===== src/rtl/pipelined_addsub.sv =====
// Segmented carry-lookahead adder/subtractor, one segment per pipeline stage,
// with an elastic valid/ready handshake on both sides.
module pipelined_addsub #(
    parameter int WIDTH  = 32,
    parameter int STAGES = 4
) (
    input  logic             clock,
    input  logic             reset,
    input  logic             in_valid,
    output logic             in_ready,
    input  logic [WIDTH-1:0] a,
    input  logic [WIDTH-1:0] b,
    input  logic             sub,
    input  logic             cin,
    output logic             out_valid,
    input  logic             out_ready,
    output logic [WIDTH-1:0] s,
    output logic             cout,
    output logic             overflow,
    output logic             zero
);

    localparam int SEG = WIDTH / STAGES;

    logic [STAGES-1:0] vld;
    logic [STAGES-1:0] rdy;

    // Returns {carry_out, sum}; every carry is a flat generate/propagate term.
    function automatic logic [SEG:0] cla(
        input logic [SEG-1:0] x,
        input logic [SEG-1:0] y,
        input logic           ci
    );
        logic [SEG-1:0] g;
        logic [SEG-1:0] p;
        logic [SEG:0]   c;
        logic           t;
        g    = x & y;
        p    = x ^ y;
        c    = '0;
        c[0] = ci;
        for (int i = 0; i < SEG; i++) begin
            c[i+1] = g[i];
            t      = p[i];
            for (int j = i - 1; j >= 0; j--) begin
                c[i+1] = c[i+1] | (t & g[j]);
                t      = t & p[j];
            end
            c[i+1] = c[i+1] | (t & ci);
        end
        return {c[SEG], p ^ c[SEG-1:0]};
    endfunction

    assign in_ready  = rdy[0] && !reset;
    assign out_valid = vld[STAGES-1];

    for (genvar k = 0; k < STAGES; k++) begin : st
        localparam int REM  = WIDTH - k * SEG;
        localparam int DONE = (k + 1) * SEG;

        logic            v_i;
        logic            c_i;
        logic [REM-1:0]  a_i;
        logic [REM-1:0]  be_i;
        logic [SEG:0]    res;
        logic [DONE-1:0] s_n;
        logic            v_q;
        logic            c_q;
        logic [DONE-1:0] s_q;

        if (k == 0) begin : src
            assign v_i  = in_valid;
            assign a_i  = a;
            assign be_i = sub ? ~b : b;
            assign c_i  = sub | cin;
            assign s_n  = res[SEG-1:0];
        end else begin : src
            assign v_i  = st[k-1].v_q;
            assign a_i  = st[k-1].fwd.a_q;
            assign be_i = st[k-1].fwd.be_q;
            assign c_i  = st[k-1].c_q;
            assign s_n  = {res[SEG-1:0], st[k-1].s_q};
        end

        assign res    = cla(a_i[SEG-1:0], be_i[SEG-1:0], c_i);
        // Ready unrolled: stage k can move unless it and everything after is full.
        assign rdy[k] = out_ready || !(&vld[STAGES-1:k]);
        assign vld[k] = v_q;

        always_ff @(posedge clock) begin
            if (reset) begin
                v_q <= 1'b0;
                c_q <= 1'b0;
                s_q <= '0;
            end else if (rdy[k]) begin
                v_q <= v_i;
                if (v_i) begin
                    c_q <= res[SEG];
                    s_q <= s_n;
                end
            end
        end

        if (k < STAGES - 1) begin : fwd
            logic [REM-SEG-1:0] a_q;
            logic [REM-SEG-1:0] be_q;

            always_ff @(posedge clock) begin
                if (reset) begin
                    a_q  <= '0;
                    be_q <= '0;
                end else if (rdy[k] && v_i) begin
                    a_q  <= a_i[REM-1:SEG];
                    be_q <= be_i[REM-1:SEG];
                end
            end
        end else begin : fin
            logic o_q;
            logic z_q;

            always_ff @(posedge clock) begin
                if (reset) begin
                    o_q <= 1'b0;
                    z_q <= 1'b0;
                end else if (rdy[k] && v_i) begin
                    o_q <= (a_i[SEG-1] == be_i[SEG-1]) &&
                           (res[SEG-1] != a_i[SEG-1]);
                    z_q <= ~|s_n;
                end
            end

            assign s        = s_q;
            assign cout     = c_q;
            assign overflow = o_q;
            assign zero     = z_q;
        end
    end

endmodule


===== config.mk =====
export PLATFORM = sky130hd
export DESIGN_NAME = pipelined_addsub
export DESIGN_NICKNAME = d
export VERILOG_FILES = /design/src/rtl/pipelined_addsub.sv
export SDC_FILE = /design/constraint.sdc
export NUM_CORES = 1
export LEC_CHECK = 0
export ABC_AREA = 1
export CAP_MARGIN = 15
export CORE_MARGIN = 4
export CORE_UTILIZATION = 35
export CTS_CLUSTER_SIZE = 20
export DETAILED_ROUTE_END_ITERATION = 12
export MAX_ROUTING_LAYER = met4
export SLEW_MARGIN = 40
export SYNTH_ARGS = -nofsm -noshare
export SYNTH_HDL_FRONTEND = slang
export SYNTH_SLANG_ARGS = --single-unit

===== constraint.sdc =====
create_clock -name clock -period 2.6 [get_ports clock]
set_input_delay 0.52 -clock clock [delete_from_list [all_inputs] [get_ports clock]]
set_output_delay 0.52 -clock clock [all_outputs]
set_load 0.05 [all_outputs]

==> results by group, run 1 <==
Clocking
  – CTS buffer count: 17
  – CTS resizes: 0
  – H-tree Lvls: 4
  – Clock transition at path regs: approximately 70 ps
  – CTS hold repair buffers: 0
  – Clock buffer depth: 2
  – CTS tree: built
  – Clock root cell: clkbuf_16
  – Worst-Skew Late Latency: around 430 ps
  – Post-CTS Setup Bufs: 0
  – Clock sinks: 186

STA
  – Maximum clock rate: 430 MHz
  – Sum Neg Setup Slack: 0 ps
  – Setup violators final: 0
  – Worst Clk Skew: around 11 ps
  – Final Max Slew Viols: 0
  – Worst Tran Pin Value: just over 500 ps
  – Final worst slack: 275 ps
  – Final hold violations: 0
  – RSZ-0062 raised after global routing: no
  – Final worst-path cycle share: 0.894
  – Final min period: 2330 ps
  – Slew headroom: 0.653

Outcome
  – Status: complete, no violations

Global route
  – Largest net degree at the start of global routing: just under 80
  – Antenna violations before repair: 0
  – Total grt overflow: 0
  – Vias in the first global route: roughly 6,700
  – Global-route wire length before repair: around 34 mm
  – Tot GR Track Use: 0.157

Finish
  – Area grow syn2layout: 23.1%
  – Share of layout cells above drive strength 1: 0.0730
  – N_diodes: 0
  – Layout Utilization: 0.444
  – Most common cell after layout, fill and taps aside: nor2_1
  – Post-layout nets: 1,313
  – Fillers: ~2,400
  – Most frequent cells in the layout: 263 x nor2_1, 186 x dfxtp_1, 137 x o21ai_0

Drt
  – Drc violations: 0
  – Final wirelength: approximately 20 mm
  – Pre-Repair DR Iteration Count: 5
  – Via/cell ratio: around 4.7
  – DR vias: 7,295
  – First DRT Iteration DRCs: just under 700
  – Post-route ant nets: 0
  – Drt wl/cell: ~13 um

Pwr
  – Static leakage: approximately 4.5 nW
  – Peak VDD IR: around 0.36 mV
  – Pwr dens: approximately 650 mW/mm^2
  – Total power: just under 0.007 W

Setup path
  – Critical path's largest stage delay: around 400 ps
  – Worst Reg2Reg Path Length in Cells: 9
  – CP Launch Type: input pin
  – Critical path class: in -> out
  – Crit path cell chain: clkdlybuf4s50_1 -> inv_1 -> nand2_2 -> nor2_4 -> nand2_2 -> nor2_4 -> nor2_1 -> buf_4
  – Req. time, crit path: around 2100 ps
  – CP Max Fanout: 3
  – Slowest CP cell: clkdlybuf4s50_1
  – Worst Path Arrival: ~1800 ps
  – R2R Setup Slk: about 700 ps
  – Worst Setup End Kind: output port
  – R2R Path Start: st[2].c_q$_SDFFE_PP0P_
  – Reg-to-Reg End: zero$_SDFFE_PP0P_

Yosys
  – Mean Syn Cell Area: around 7.6 um^2
  – Synth Cell Area: 0.00857 mm^2
  – Post-synth EDFFs: 0
  – Synthesized net count: ~1,200
  – Post-synthesis sequential area ratio: 0.435
  – FFs w/ async S/R, synth: 0
  – #FFs+latches synth: 186
  – Synth Instances: between 1,000 and 1,500
  – Syn. warnings: 0
  – Netlist cell types: 34
  – Synth Flop Type: dfxtp_1

Min path
  – WHS Path Cells: 2
  – Beginning of the worst hold path: st[1].s_q[9]$_SDFFE_PP0P_
  – Path category of the worst min-delay check: reg -> reg
  – WHS Endpoint: st[1].s_q[9]$_SDFFE_PP0P_

Floorplan
  – Rows: between 50 and 60
  – Die area: 0.0270 mm^2
  – Initial Util: 0.361
  – Die Span Y: 164 um
  – Placeable Area: about 0.024 mm^2
  – Io pins: 107
  – Die extent in x: 164 um

Place
  – Placement Setup Slack: around 140 ps
  – Post-DP HPWL: 14.6 mm
  – Port Buffer Count: 106
  – Routability cong.: just under 0.9

Job
  – Max-cap violations: 0
## Yosys cell counts, drive strengths merged, types with 4 or more instances
master  count  area share
dfxtp     186        0.43
ha         33       0.048
nand2      79       0.035
xor2       19       0.019
o21ai     150       0.088
nand4      25       0.018
o211ai      7      0.0061
a211oi     18       0.026
inv       100       0.044
buf        28       0.020
fa          4      0.0093
clkbuf     36       0.016
nand3      55       0.032
a21oi      76       0.045
nor2      270        0.12
xnor2      27       0.028
## routing by layer
metal	wire, um	vias up	global-route usage
li1	-	3854	-
met1	10700	3266	0.230
met2	8290	156	0.223
met3	1000	19	0.0327
met4	225	0	0.0371
met5	0	-	-
## critical path: cells and delay by family
kind | cells | cell delay (ps)
and+or+nand+nor | 5 | 560
buffers and inverters | 3 | 730
## logic make-up (layout without fill, tap and decap cells)
| kind of cell | Yosys count | count (layout) | share of synthesized area |
|---|---|---|---|
| compound gates | 257 | 257 | 0.171 |
| xor+xnor | 46 | 46 | 0.0470 |
| fa+ha+maj | 37 | 37 | 0.0575 |
| buf+inv | 165 | 261 | 0.0805 |
| flops | 186 | 186 | 0.435 |
| simple gates | 432 | 432 | 0.210 |
## cell type report
type,instances,area [um^2],area share
clock inverter,12,161,0.0153
inverter,101,382,0.0362
tap,319,399,0.0379
timing repair buffer,128,1260,0.120
multi-input combinational,772,4170,0.395
clock buffer,20,447,0.0424
sequential,186,3720,0.353
## power by group
group / switching, W / internal [W] / leakage [nW]
Combinational: 0.000604 / 0.000433 / 2.69
Clock: 0.00114 / 0.00155 / 0.300
Sequential: 0.000103 / 0.00302 / 1.53
## through the flow
step	hold WS (ps)	instance area [um^2]	instances
4_1_cts	470	10500	1538
3_5_place_dp	460	9940	1506
2_1_floorplan	430	8570	1123
6_report	472	10500	1538
3_3_place_gp	446	9940	1506
5_1_grt	499	10500	1538
## worst max path at each step
stage	startpoint	end	slack, ps	cells after the start
after floorplan	sub	st[0].s_q[4]$_SDFFE_PP0P_	240	16
after global placement	b[0]	st[0].s_q[4]$_SDFFE_PP0P_	160	15
after detailed placement	b[0]	st[0].s_q[4]$_SDFFE_PP0P_	140	15
after CTS	out_ready	in_ready	270	8
after global routing	out_ready	in_ready	180	8
final	out_ready	in_ready	270	8
## sequential cells by signal, summed over array words and instances (netlist names)
signal       flops
zero             1
st.v_q           3
st.s_q          48
st.fwd.be_q     48
out_valid        1
cout             1
overflow         1
s               32
st.fwd.a_q      48
st.c_q           3
No activity file was read; power rests on OpenSTA's default activity.
==> run 2, diff against run 1 <==
--- a/config.mk
+++ b/config.mk
@@ -12,6 +12,7 @@
 export CTS_CLUSTER_SIZE = 20
 export DETAILED_ROUTE_END_ITERATION = 12
 export MAX_ROUTING_LAYER = met4
+export PLACE_DENSITY_LB_ADDON = 0.08
 export SLEW_MARGIN = 40
 export SYNTH_ARGS = -nofsm -noshare
 export SYNTH_HDL_FRONTEND = slang
==> constraint.sdc (replaced) <==
create_clock -name clock -period 2.3 [get_ports clock]
set_input_delay 0.46 -clock clock [delete_from_list [all_inputs] [get_ports clock]]
set_output_delay 0.46 -clock clock [all_outputs]
set_load 0.05 [all_outputs]
==> run 2 against run 1 <==
Compared with the run above:
- clock skew is 2.5 ps lower
- cell count up 1.2%
- design area grew 1.7%
- flip-flop and latch count unchanged
- first-iteration DRC count is 36% lower
- setup slack worse by 120 ps
- via count decreased by 0.89%
- critical path depth decreased by 7
- combinational power increased by 19%
- count of clock-buffer cells in the layout is 4 higher
- critical endpoint is now out_valid
- largest power group unchanged
==> results by group, run 2 (same netlist as run 1, synthesis figures left out) <==
Drt
  – Final wirelength: 21.2 mm (was 20.2 mm)
  – Drt wl/cell: 13.6 um (was 13.1 um)
  – DR vias: 7,230 (was 7,295)
  – Drc violations: 0 (unchanged)
  – Via/cell ratio: 4.64 (was 4.74)
  – Post-route ant nets: 0 (unchanged)
  – First DRT Iteration DRCs: 440 (was 691)
  – Pre-Repair DR Iteration Count: 4 (was 5)

Clocking
  – CTS tree: built (unchanged)
  – H-tree Lvls: 4 (unchanged)
  – Clock transition at path regs: 70 ps (about the same)
  – CTS buffer count: 17 (unchanged)
  – CTS resizes: 0 (unchanged)
  – Worst-Skew Late Latency: 430 ps (about the same)
  – Clock root cell: clkbuf_16 (unchanged)
  – CTS hold repair buffers: 0 (unchanged)
  – Clock buffer depth: 2 (unchanged)
  – Clock sinks: 186 (unchanged)
  – Post-CTS Setup Bufs: 0 (unchanged)

Finish
  – Top flop regs: st.fwd.a_q x48, st.fwd.be_q x48, st.s_q x48 (unchanged)
  – Most common cell after layout, fill and taps aside: nor2_1 (unchanged)
  – Post-layout nets: 1,334 (was 1,313)
  – Share of layout cells above drive strength 1: 0.0856 (was 0.0730)
  – N_diodes: 0 (unchanged)
  – Most frequent cells in the layout: 263 x nor2_1, 186 x dfxtp_1, 137 x o21ai_0 (unchanged)
  – Area grow syn2layout: 25.2% (was 23.1%)

Pwr
  – P_int: 0.00575 W (was 0.00501 W)
  – Static leakage: 4.61 nW (was 4.52 nW)
  – Peak VDD IR: 0.385 mV (was 0.361 mV)
  – Total power: 0.00777 W (was 0.00686 W)
  – Clock Power Share: 0.385 (was 0.392)
  – Part of the power in combinational logic: 0.160 (was 0.151)
  – Pwr dens: 725 mW/mm^2 (was 650 mW/mm^2)
  – Sequential Power Share: 0.455 (was 0.456)
  – Sw Share: 0.261 (was 0.269)
  – Net Switching: 0.00203 W (was 0.00184 W)

Setup path
  – Req. time, crit path: 1840 ps (was 2080 ps)
  – Worst Setup End Kind: output port (unchanged)
  – Buf+Inv Stages, Crit Path: 1 (was 3)
  – Critical path depth: 1 (was 8)
  – Reg-to-Reg End: s[28]$_SDFFE_PP0P_ (was zero$_SDFFE_PP0P_)
  – Slowest CP cell: clkdlybuf4s50_1 (unchanged)
  – R2R Setup Slk: 490 ps (was 700 ps)
  – R2R Path Start: st[2].fwd.a_q[1]$_SDFFE_PP0P_ (was st[2].c_q$_SDFFE_PP0P_)
  – CP Launch Type: flop (was input pin)
  – CP Max Fanout: 3 (unchanged)
  – Worst Reg2Reg Path Length in Cells: 11 (was 9)
  – Worst path top cell family by delay: buffers and inverters (unchanged)
  – Critical path's largest stage delay: 840 ps (was 400 ps)
  – Critical path class: reg -> out (was in -> out)
  – Crit path cell chain: clkdlybuf4s50_1 (was clkdlybuf4s50_1 -> inv_1 -> nand2_2 -> nor2_4 -> nand2_2 -> nor2_4 -> nor2_1 -> buf_4)
  – Worst Path Arrival: 1690 ps (was 1810 ps)

STA
  – Final worst-path cycle share: 0.934
  – Final Max Slew Viols: 0 (unchanged)
  – Maximum clock rate: roughly 470 MHz
  – Setup violators final: 0 (unchanged)
  – Worst Clk Skew: 8.23 ps (was 10.7 ps)
  – Slew headroom: 0.646 (was 0.653)
  – Worst Tran Pin Value: 529 ps (was 518 ps)
  – Final hold violations: 0 (unchanged)
  – Final min period: 2150 ps
  – RSZ-0062 raised after global routing: no (unchanged)
  – WHS: 444 ps (was 472 ps)

Global route
  – Antenna violations before repair: 0 (unchanged)
  – Tot GR Track Use: 0.163 (was 0.157)
  – Global-route wire length before repair: 34.5 mm (was 33.6 mm)
  – Total grt overflow: 0 (unchanged)
  – Largest net degree at the start of global routing: 81 (was 78)
  – Vias in the first global route: 6,731 (was 6,709)

Place
  – Port Buffer Count: 106 (unchanged)
  – Routability cong.: 0.843 (was 0.868)
  – Post-DP HPWL: 15.6 mm (was 14.6 mm)

Floorplan
  – Die extent in x: 164 um (unchanged)
  – Initial Util: 0.361 (unchanged)
  – Die area: 0.0270 mm^2 (unchanged)
  – Rows: 56 (unchanged)
  – Die Span Y: 164 um (unchanged)
  – Io pins: 107 (unchanged)
  – Placeable Area: 0.0238 mm^2 (unchanged)

Min path
  – WHS Endpoint: st[1].fwd.a_q[4]$_SDFFE_PP0P_ (was st[1].s_q[9]$_SDFFE_PP0P_)
  – Beginning of the worst hold path: reset (was st[1].s_q[9]$_SDFFE_PP0P_)
  – WHS Path Cells: 4 (was 2)
  – Path category of the worst min-delay check: in -> reg (was reg -> reg)

Job
  – Max-cap violations: 0 (unchanged)

Outcome
  – Status: complete, no violations (unchanged)
==> run 2: cell types whose count changed in the layout (fill, tap and decap cells not counted), sizes merged <==
cell | previous run | this run
clkbuf | 20 | 24
clkinv | 5 | 2
inv | 105 | 100
clkinvlp | 0 | 2
buf | 25 | 46
==> run 2: metal layers <==
| metal | wire length, um | part of all wire | vias to the layer above | GRT usage |
|---|---|---|---|---|
| met2 | 8550 | 0.40 | 116 | 0.231 |
| met1 | 11600 | 0.55 | 3201 | 0.239 |
| met5 | 0 | 0 | - | - |
| met3 | 722 | 0.034 | 23 | 0.0260 |
| li1 | - | - | 3890 | - |
| met4 | 338 | 0.016 | 0 | 0.0495 |
==> run 2: worst max-delay path by stage <==
stage	start	end
global route	out_valid$_SDFFE_PP0N_	out_valid
detailed placement	b[0]	st[0].s_q[4]$_SDFFE_PP0P_
global placement	b[0]	st[0].s_q[4]$_SDFFE_PP0P_
finish	out_valid$_SDFFE_PP0N_	out_valid
floorplan	sub	st[0].s_q[4]$_SDFFE_PP0P_
CTS	out_valid$_SDFFE_PP0N_	out_valid
==> run 2: final cells by class <==
cell class                      count  area, um^2
Clock buffer                       24         482
Clock inverter                      6         114
Fill cell                        2451       13000
Inverter                          101         383
Multi-Input combinational cell    772        4170
Sequential cell                   186        3720
Tap cell                          319         399
Timing Repair Buffer              149        1460
==> run 2: power groups by stage <==
stage / sequential [W] / combinational, W / clock (W)
2_1_floorplan: 0.00364 / 0.000747 / 0
3_3_place_gp: 0.00361 / 0.00124 / 0
3_5_place_dp: 0.00361 / 0.00125 / 0
4_1_cts: 0.00354 / 0.00126 / 0.00308
5_1_grt: 0.00356 / 0.00140 / 0.00320
6_report: 0.00354 / 0.00124 / 0.00299
==> run 2: stage by stage <==
stage / worst slack, ps / area [um^2] / util / setup TNS [ps] / std cells
after CTS: 133 / 10700 / 0.452 / 0 / 1557
after global routing: 87.2 / 10700 / 0.452 / 0 / 1557
final: 152 / 10700 / 0.452 / 0 / 1557
after floorplan: 45.2 / 8570 / - / 0 / 1123
after detailed placement: -93.5 / 10100 / 0.427 / -122 / 1527
after global placement: -57.3 / 10100 / 0.427 / -57.3 / 1527
==> run 3, diff against run 2 <==
--- a/config.mk
+++ b/config.mk
@@ -11,6 +11,7 @@
 export CORE_UTILIZATION = 35
 export CTS_CLUSTER_SIZE = 20
 export DETAILED_ROUTE_END_ITERATION = 12
+export GPL_TIMING_DRIVEN = 0
 export MAX_ROUTING_LAYER = met4
 export PLACE_DENSITY_LB_ADDON = 0.08
 export SLEW_MARGIN = 40
==> run 3 against run 2 <==
Compared with the run above:
- die area did not move
- sequential power barely moved
- maximum frequency fell by 1.4%
- critical endpoint is now in_ready
- largest cell class unchanged
- highest routed layer unchanged
==> results by group, run 3 (same netlist as run 1, synthesis figures left out) <==
Outcome
  – Status: complete, no violations (unchanged)

Pwr
  – Total power: 0.00779 W (was 0.00777 W)
  – Peak VDD IR: 0.400 mV (was 0.385 mV)
  – Sequential Power Share: 0.455 (about the same)
  – Sw Share: 0.287 (was 0.261)
  – Net Switching: 0.00224 W (was 0.00203 W)
  – Static leakage: 4.54 nW (was 4.61 nW)
  – Clock Power Share: 0.390 (was 0.385)
  – P_int: 0.00555 W (was 0.00575 W)
  – Pwr dens: 734 mW/mm^2 (was 725 mW/mm^2)
  – Part of the power in combinational logic: 0.155 (was 0.160)

STA
  – Worst Tran Pin Value: 779 ps (was 529 ps)
  – Setup violators final: 0 (unchanged)
  – Slew headroom: 0.480 (was 0.646)
  – Final worst slack: 121 ps (was 152 ps)
  – Sum Neg Setup Slack: 0 ps (unchanged)
  – Final hold violations: 0 (unchanged)
  – Worst Clk Skew: 8.04 ps (was 8.23 ps)
  – Final min period: 2180 ps (was 2150 ps)
  – Final Max Slew Viols: 0 (unchanged)
  – Final worst-path cycle share: 0.947 (was 0.934)
  – RSZ-0062 raised after global routing: no (unchanged)
  – Maximum clock rate: 459 MHz (was 466 MHz)

Setup path
  – Worst Setup End Kind: output port (unchanged)
  – Critical path class: in -> out (was reg -> out)
  – Worst Reg2Reg Path Length in Cells: 10 (was 11)
  – Buf+Inv Stages, Crit Path: 3 (was 1)
  – Critical path's largest stage delay: 400 ps (was 840 ps)
  – Crit path cell chain: clkdlybuf4s50_1 -> inv_1 -> nand2_2 -> nor2_4 -> nand2_2 -> nor2_4 -> nor2_1 -> buf_2 (was clkdlybuf4s50_1)
  – Slowest CP cell: clkdlybuf4s50_1 (unchanged)
  – Req. time, crit path: 1840 ps (about the same)
  – Worst path top cell family by delay: buffers and inverters (unchanged)
  – Worst Path Arrival: 1720 ps (was 1690 ps)
  – CP Launch Type: input pin (was flop)
  – Critical path depth: 8 (was 1)
  – R2R Setup Slk: 340 ps (was 490 ps)
  – CP Max Fanout: 3 (unchanged)

Clocking
  – CTS buffer count: 17 (unchanged)
  – Clock root cell: clkbuf_16 (unchanged)
  – Post-CTS Setup Bufs: 0 (unchanged)
  – CTS hold repair buffers: 0 (unchanged)
  – CTS resizes: 3 (was 0)
  – Worst-Skew Late Latency: 430 ps (about the same)
  – Clock transition at path regs: 70 ps (about the same)
  – Clock buffer depth: 2 (unchanged)
  – Clock sinks: 186 (unchanged)
  – CTS tree: built (unchanged)
  – H-tree Lvls: 4 (unchanged)

Finish
  – Area grow syn2layout: 23.9% (was 25.2%)
  – Share of layout cells above drive strength 1: 0.0755 (was 0.0856)
  – Most frequent cells in the layout: 263 x nor2_1, 186 x dfxtp_1, 137 x o21ai_0 (unchanged)
  – Most common cell after layout, fill and taps aside: nor2_1 (unchanged)
  – Final instance area: 0.0106 mm^2 (was 0.0107 mm^2)
  – Top flop regs: st.fwd.a_q x48, st.fwd.be_q x48, st.s_q x48 (unchanged)
  – Post-layout nets: 1,353 (was 1,334)
  – N_diodes: 0 (unchanged)
  – Fillers: 2,493 (was 2,451)
  – Layout Utilization: 0.447 (was 0.452)

Drt
  – Pre-Repair DR Iteration Count: 5 (was 4)
  – Drt wl/cell: 15.2 um (was 13.6 um)
  – Drc violations: 0 (unchanged)
  – Final wirelength: 23.9 mm (was 21.2 mm)
  – First DRT Iteration DRCs: 419 (was 440)
  – Post-route ant nets: 0 (unchanged)
  – DR vias: 7,426 (was 7,230)
  – Via/cell ratio: 4.71 (was 4.64)

Place
  – Port Buffer Count: 104 (was 106)
  – Placement Setup Slack: -376 ps (was -93.5 ps)
  – Post-DP HPWL: 18.8 mm (was 15.6 mm)
  – Routability cong.: 0.831 (was 0.843)
  – Area after DPL: 0.0100 mm^2 (was 0.0101 mm^2)

Floorplan
  – Placeable Area: 0.0238 mm^2 (unchanged)
  – Die Span Y: 164 um (unchanged)
  – Die area: 0.0270 mm^2 (unchanged)
  – Initial Util: 0.361 (unchanged)
  – Io pins: 107 (unchanged)
  – Rows: 56 (unchanged)
  – Die extent in x: 164 um (unchanged)

Global route
  – Vias in the first global route: 7,104 (was 6,731)
  – Tot GR Track Use: 0.189 (was 0.163)
  – Global-route wire length before repair: 38.7 mm (was 34.5 mm)
  – Largest net degree at the start of global routing: 19 (was 81)
  – Total grt overflow: 0 (unchanged)
  – Antenna violations before repair: 0 (unchanged)

Job
  – Max-cap violations: 0 (unchanged)

Min path
  – WHS Path Cells: 4 (unchanged)
  – Path category of the worst min-delay check: in -> reg (unchanged)
==> run 3: worst reg2reg max path, cell delays in order, from the launching register on <==
cell and delay (ps):
dfxtp_1 320, ha_1 400, nand2_1 180, inv_2 60, a21oi_2 140, nand4_1 240
nand2_1 120, nand2_1 90, nor2_1 100, nand3_1 110, a21oi_1 130
==> run 3: per-stage QoR <==
stage               std cells  hold WS [ps]
global placement         1546           465
floorplan                1123           430
detailed placement       1546           465
global route             1578           471
finish                   1578           421
CTS                      1578           413
==> run 3: worst paths after layout <==
check,from,end
setup reg to reg,st[2].fwd.a_q[5]$_SDFFE_PP0P_,zero$_SDFFE_PP0P_
hold reg to reg,st[2].s_q[20]$_SDFFE_PP0P_,s[20]$_SDFFE_PP0P_
setup / recovery,out_ready,in_ready
hold / removal,reset,st[2].s_q[19]$_SDFFE_PP0P_
==> run 3: area by class of cell <==
cell class,count,area (um^2),share of cell area
Buffer,64,312,0.0293
Clock buffer,17,425,0.0401
Clock inverter,15,183,0.0172
Inverter,101,382,0.0359
Multi-Input combinational cell,772,4160,0.391
Sequential cell,186,3720,0.351
Tap cell,319,399,0.0376
Timing Repair Buffer,104,1040,0.0976
==> run 3: power by group through the flow <==
stage / Sequential, W / Combinational, W / Clock (W)
finish: 0.00354 / 0.00121 / 0.00304
global route: 0.00356 / 0.00138 / 0.00325
CTS: 0.00354 / 0.00123 / 0.00311
detailed placement: 0.00362 / 0.00122 / 0
global placement: 0.00361 / 0.00121 / 0
floorplan: 0.00364 / 0.000747 / 0
==> run 3: per-layer routing <==
layer | share of wire | GRT usage | vias up
met5 | 0 | - | -
met4 | 0.015 | 0.0529 | 0
met3 | 0.048 | 0.0275 | 24
met2 | 0.44 | 0.293 | 162
met1 | 0.49 | 0.258 | 3309
li1 | - | - | 3931
